==> config.mk <==
export PLATFORM = sky130hd
export DESIGN_NAME = fifo_stream_adapter
export DESIGN_NICKNAME = d
export VERILOG_FILES = /design/src/rtl/fifo_stream_adapter.sv
export SDC_FILE = /design/constraint.sdc
export NUM_CORES = 1
export LEC_CHECK = 0
export BUFFER_PORTS_ARGS = -buffer_cell sky130_fd_sc_hd__buf_2
export CORE_ASPECT_RATIO = 0.5
export CORE_UTILIZATION = 30
export DETAILED_ROUTE_END_ITERATION = 8
export SKIP_CTS_REPAIR_TIMING = 1
export SYNTH_ARGS = -nofsm -noshare
export SYNTH_HDL_FRONTEND = slang
export SYNTH_SLANG_ARGS = --single-unit
export TNS_END_PERCENT = 100
==> constraint.sdc <==
create_clock -name clk_i -period 2.6 [get_ports clk_i]
set_input_delay 0.39 -clock clk_i [delete_from_list [all_inputs] [get_ports clk_i]]
set_output_delay 0.39 -clock clk_i [all_outputs]
set_load 0.03 [all_outputs]
==> src/rtl/fifo_stream_adapter.sv <==
// fifo_stream_adapter: pulls words from a show-ahead-less upstream FIFO
// (data valid one cycle after the read strobe) into a 3-entry in-order
// buffer and presents them as a valid/ready stream with burst framing.
// Optional statistics outputs are enabled with FIFO_STREAM_ADAPTER_STATS_EN.
module fifo_stream_adapter #(
  parameter int DATA_WIDTH = 12,
  parameter int BURST_LEN  = 4
) (
  input  logic                  clk_i,
  input  logic                  rst_n_i,
  input  logic                  fifo_empty_i,
  output logic                  fifo_rd_en_o,
  input  logic [DATA_WIDTH-1:0] fifo_rdata_i,
  output logic                  m_valid_o,
  input  logic                  m_ready_i,
  output logic [DATA_WIDTH-1:0] m_data_o,
  output logic                  m_last_o
`ifdef FIFO_STREAM_ADAPTER_STATS_EN
  ,
  output logic [31:0]           word_cnt_o,
  output logic [15:0]           stall_cnt_o
`endif
);

  localparam int CNT_W = (BURST_LEN > 1) ? $clog2(BURST_LEN) : 1;
  localparam logic [CNT_W-1:0] LAST_BEAT = CNT_W'(BURST_LEN - 1);

  logic [1:0]            occ_q, occ_d;
  logic                  pend_q, pend_d;
  logic [CNT_W-1:0]      beat_cnt_q, beat_cnt_d;
  logic [DATA_WIDTH-1:0] buf_q [3];
  logic [DATA_WIDTH-1:0] buf_d [3];
  logic                  xfer;

  // A read is only issued when the buffer can absorb it even if nothing drains,
  // which keeps m_ready_i out of the read path entirely.
  assign fifo_rd_en_o = rst_n_i && !fifo_empty_i &&
                        (({1'b0, occ_q} + {2'b00, pend_q}) < 3'd3);

  assign m_valid_o = (occ_q != 2'd0);
  assign m_data_o  = buf_q[0];
  assign m_last_o  = m_valid_o && (beat_cnt_q == LAST_BEAT);
  assign xfer      = m_valid_o && m_ready_i;

  // Next-state: shift out the head on a transfer, then append the arriving word behind the survivors.
  always_comb begin
    buf_d      = buf_q;
    occ_d      = occ_q;
    beat_cnt_d = beat_cnt_q;
    pend_d     = fifo_rd_en_o;
    if (xfer) begin
      buf_d[0] = buf_q[1];
      buf_d[1] = buf_q[2];
      buf_d[2] = '0;
      occ_d    = occ_q - 2'd1;
      if (beat_cnt_q == LAST_BEAT) begin
        beat_cnt_d = '0;
      end else begin
        beat_cnt_d = beat_cnt_q + 1'b1;
      end
    end
    if (pend_q) begin
      case (occ_d)
        2'd0:    buf_d[0] = fifo_rdata_i;
        2'd1:    buf_d[1] = fifo_rdata_i;
        default: buf_d[2] = fifo_rdata_i;
      endcase
      occ_d = occ_d + 2'd1;
    end
  end

  // State registers; reset drops buffered and in-flight words and restarts the burst.
  always_ff @(posedge clk_i) begin
    if (!rst_n_i) begin
      occ_q      <= 2'd0;
      pend_q     <= 1'b0;
      beat_cnt_q <= '0;
      for (int i = 0; i < 3; i++) begin
        buf_q[i] <= '0;
      end
    end else begin
      occ_q      <= occ_d;
      pend_q     <= pend_d;
      beat_cnt_q <= beat_cnt_d;
      for (int i = 0; i < 3; i++) begin
        buf_q[i] <= buf_d[i];
      end
    end
  end

`ifdef FIFO_STREAM_ADAPTER_STATS_EN
  logic [31:0] word_cnt_q, word_cnt_d;
  logic [15:0] stall_cnt_q, stall_cnt_d;

  // Transfer count wraps naturally; stall count saturates so long stalls stay visible.
  always_comb begin
    word_cnt_d  = word_cnt_q;
    stall_cnt_d = stall_cnt_q;
    if (xfer) begin
      word_cnt_d = word_cnt_q + 32'd1;
    end
    if (m_valid_o && !m_ready_i && (stall_cnt_q != 16'hFFFF)) begin
      stall_cnt_d = stall_cnt_q + 16'd1;
    end
  end

  // Statistics registers, cleared together with the datapath.
  always_ff @(posedge clk_i) begin
    if (!rst_n_i) begin
      word_cnt_q  <= 32'd0;
      stall_cnt_q <= 16'd0;
    end else begin
      word_cnt_q  <= word_cnt_d;
      stall_cnt_q <= stall_cnt_d;
    end
  end

  assign word_cnt_o  = word_cnt_q;
  assign stall_cnt_o = stall_cnt_q;
`endif

endmodule

==> results.sh <==
export IMPL_status="finished clean"
export IMPL_finish_utilization_pct=36.9
export IMPL_cts_tree="done"
export IMPL_path_cells="inv_1, ha_1, nor2b_2, mux2_2, ha_1, inv_1, o311a_4, nand3_1, a21oi_1"
export IMPL_grt_pass1_vias=1589
export IMPL_dpl_cell_area_mm2=0.00215
export IMPL_wire_per_inst_um=13.8
export IMPL_use_met3_pct=4.20
export IMPL_p_per_area_mw_per_mm2=1070
export IMPL_total_power_mw=2.47
export IMPL_antenna_found_initial=0
export IMPL_reg2reg_depth=9
export IMPL_clkSinkCount=41
export IMPL_clk_pin_slew_ns=0.06
export IMPL_synth_ff_type="dfxtp_1"
export IMPL_grt_overflow=0
export IMPL_crit_type="reg2reg"
export IMPL_reg2reg_from="occ_q[0]$_SDFF_PN0_"
export IMPL_worst_slew_pin_slew_ns=0.593
export IMPL_worstHoldStart="fifo_empty_i"
export IMPL_final_area_mm2=0.00231
export IMPL_grt_use_met1_pct=18.3
export IMPL_grt_max_degree=30
export IMPL_whs_path_depth=2
export IMPL_ir_drop_mv=0.297
export IMPL_port_buffers=30
export IMPL_ys_seq_area_share_pct=40.7
export IMPL_fin_nets=273
export IMPL_leakagePower_nw=0.886
export IMPL_drt_iter0_markers=77
export IMPL_final_setup_skew_ns=0.00534
export IMPL_route_detailed_drc=0
export IMPL_core_rowCount=20
export IMPL_worstPathArrival_ns=2.63
export IMPL_cts_buffer_depth=2
export IMPL_r2r_setup_slack_ns=0.18
export IMPL_slowest_delay_ns=0.49
export IMPL_use_met2_pct=24.8
export IMPL_synth_nets=259
export IMPL_cts_buffers=5
export IMPL_critPathTopFamily="adder cells"
export IMPL_yosys_top_cells_area="dfxtp_1 (41%), a21oi_1 (6.5%), mux2i_1 (6.0%)"
export IMPL_synthDistinctLibCells=28
export IMPL_place_congestion=0.800
export IMPL_synth_area_mm2=0.00202
export IMPL_first_pass_iters=4
export IMPL_die_h_um=60.0
export IMPL_hold_viol_final=0
export IMPL_setup_worst_path_start_class="flip-flop"
export IMPL_layout_common_cells="dfxtp_1 (41), buf_2 (30), nand2_1 (27)"
export IMPL_dieArea_mm2=0.00707
export IMPL_synth_top_cell_area_share_pct=40.7
export IMPL_slew_headroom_pct=60.4
export IMPL_diodes=0
export IMPL_clkLatencyLatePin_ns=0.28
export IMPL_maxCapViolations=0
export IMPL_syn_to_final_growth_pct=14.8
export IMPL_synth_avg_cell_area_um2=8.47
export IMPL_fmax_mhz=413
export IMPL_whs_ns=0.294
export IMPL_ys_ff_latch=41
export IMPL_cts_root_buf="clkbuf_16"
export IMPL_vias_per_cell=4.87
export IMPL_hold_end="pend_q$_SDFF_PN0_"
export IMPL_rsz0062_at_grt="false"
export IMPL_fin_crit_ns=2.42
export IMPL_vias=1660
export IMPL_start_util_pct=32.1
export IMPL_netlist_instances=238
export IMPL_grt_pass1_wl_um=7900
export IMPL_slowest_stage="dfxtp_1"
export IMPL_core_area_mm2=0.00628
export IMPL_finalCritPeriodShare_pct=93.1
export IMPL_crit_buf_inv=2
export IMPL_synth_edff_count=0
export IMPL_crit_start="occ_q[0]$_SDFF_PN0_"
export IMPL_antenna_left=0
export IMPL_fp_dieW_um=118
export IMPL_fin_tns_setup_ns=0
export IMPL_ctsHtreeMaxLevel=2
export IMPL_layout_commonest_cell="dfxtp_1"
export IMPL_routed_wl_um=4700
export IMPL_fin_ws_ns=0.180
export IMPL_top_usage_layer="met2"
export IMPL_cp_max_fo=12
export IMPL_finalNonFillerCells=341
export IMPL_report_final_slew_viol_count=0
export IMPL_final_layout_size_suffix_gt1_share_pct=20.6
export IMPL_placed_cells=333
export IMPL_yosysWarnings=0
export IMPL_async_flop_share_pct=0
export IMPL_setup_viol_count_final=0
export IMPL_post_dp_hpwl_um=3150
export IMPL_boundaryPins=31
export IMPL_pre_cts_slack_ns=0.0764
export IMPL_cp_required_ns=2.81
export IMPL_track_usage_pct=14.5
export IMPL_yosysTopAreaCell="dfxtp_1"
export IMPL_hold_class="in2reg"
export IMPL_crit_path_end_kind="flip-flop"
export IMPL_r2r_end="buf_q[1]$_SDFF_PN0_"
-- routing by layer --
layer | routed length [um] | vias up
met4 | 38 | 0
li1 | - | 850
met2 | 2100 | 40
met3 | 281 | 4
met5 | 0 | -
met1 | 2270 | 766
-- final cells by class --
class                      count  area [um^2]
tap                           88          110
inverter                       5         18.8
clock inverter                 1         5.00
timing repair buffer          38          210
fill                         620         3970
sequential                    41          821
multi-input combinational    161          997
clock buffer                   7          153
-- cell families (layout without fill, tap and decap cells) --
group | Yosys count | in the layout | share of synthesized area, %
compound gates | 55 | 55 | 17.7
xor+xnor | 1 | 1 | 0.434
fa+ha+maj | 5 | 5 | 3.10
buf+inv | 36 | 51 | 10.6
flops | 41 | 41 | 40.7
mux | 14 | 14 | 7.07
simple gates | 86 | 86 | 20.3
-- report_power, final --
group | total, mW | leakage, nW | internal [mW] | switching [mW]
clock network | 0.648 | 0.0799 | 0.406 | 0.241
registers | 0.856 | 0.334 | 0.765 | 0.0909
logic | 0.964 | 0.472 | 0.351 | 0.613
-- state kept, by name, summed over array words and instances, names as in the netlist --
register and flops:
m_data_o 12, beat_cnt_q 2, occ_q 2, buf_q 24, pend_q 1
-- cell usage after synthesis, types with 2 or more instances --
master / number
nand2b_1: 13
a311oi_1: 12
dfxtp_1: 41
buf_2: 7
a2111oi_0: 2
ha_1: 5
buf_6: 2
nor2_1: 15
mux2_2: 2
mux2i_1: 12
a21oi_1: 26
buf_4: 14
nor3_1: 2
nand3_1: 24
clkbuf_2: 2
clkbuf_1: 6
o21ai_0: 11
inv_1: 5
nor2b_1: 2
nand2_1: 27
-- worst max-delay path by stage --
stage,endpoint,slack (ns),cells after the start
after floorplan,fifo_rd_en_o,0.02,3
after global placement,buf_q[5]$_SDFF_PN0_,0.18,9
final,buf_q[1]$_SDFF_PN0_,0.18,9
after global routing,buf_q[1]$_SDFF_PN0_,0.02,9
after CTS,buf_q[1]$_SDFF_PN0_,0.01,9
after detailed placement,buf_q[0]$_SDFF_PN0_,0.08,9
-- worst reg2reg max path: cells and delay by family, from the launching register on --
kind,cells,cell delay [ns]
AO/OA/AOI/OAI,2,0.43
adder cells (fa/ha/maj),2,0.50
buffers and inverters,2,0.24
flip-flops,1,0.49
multiplexers,1,0.37
AND/OR/NAND/NOR,2,0.31
Note: power is estimated with default switching activity, not from simulation.
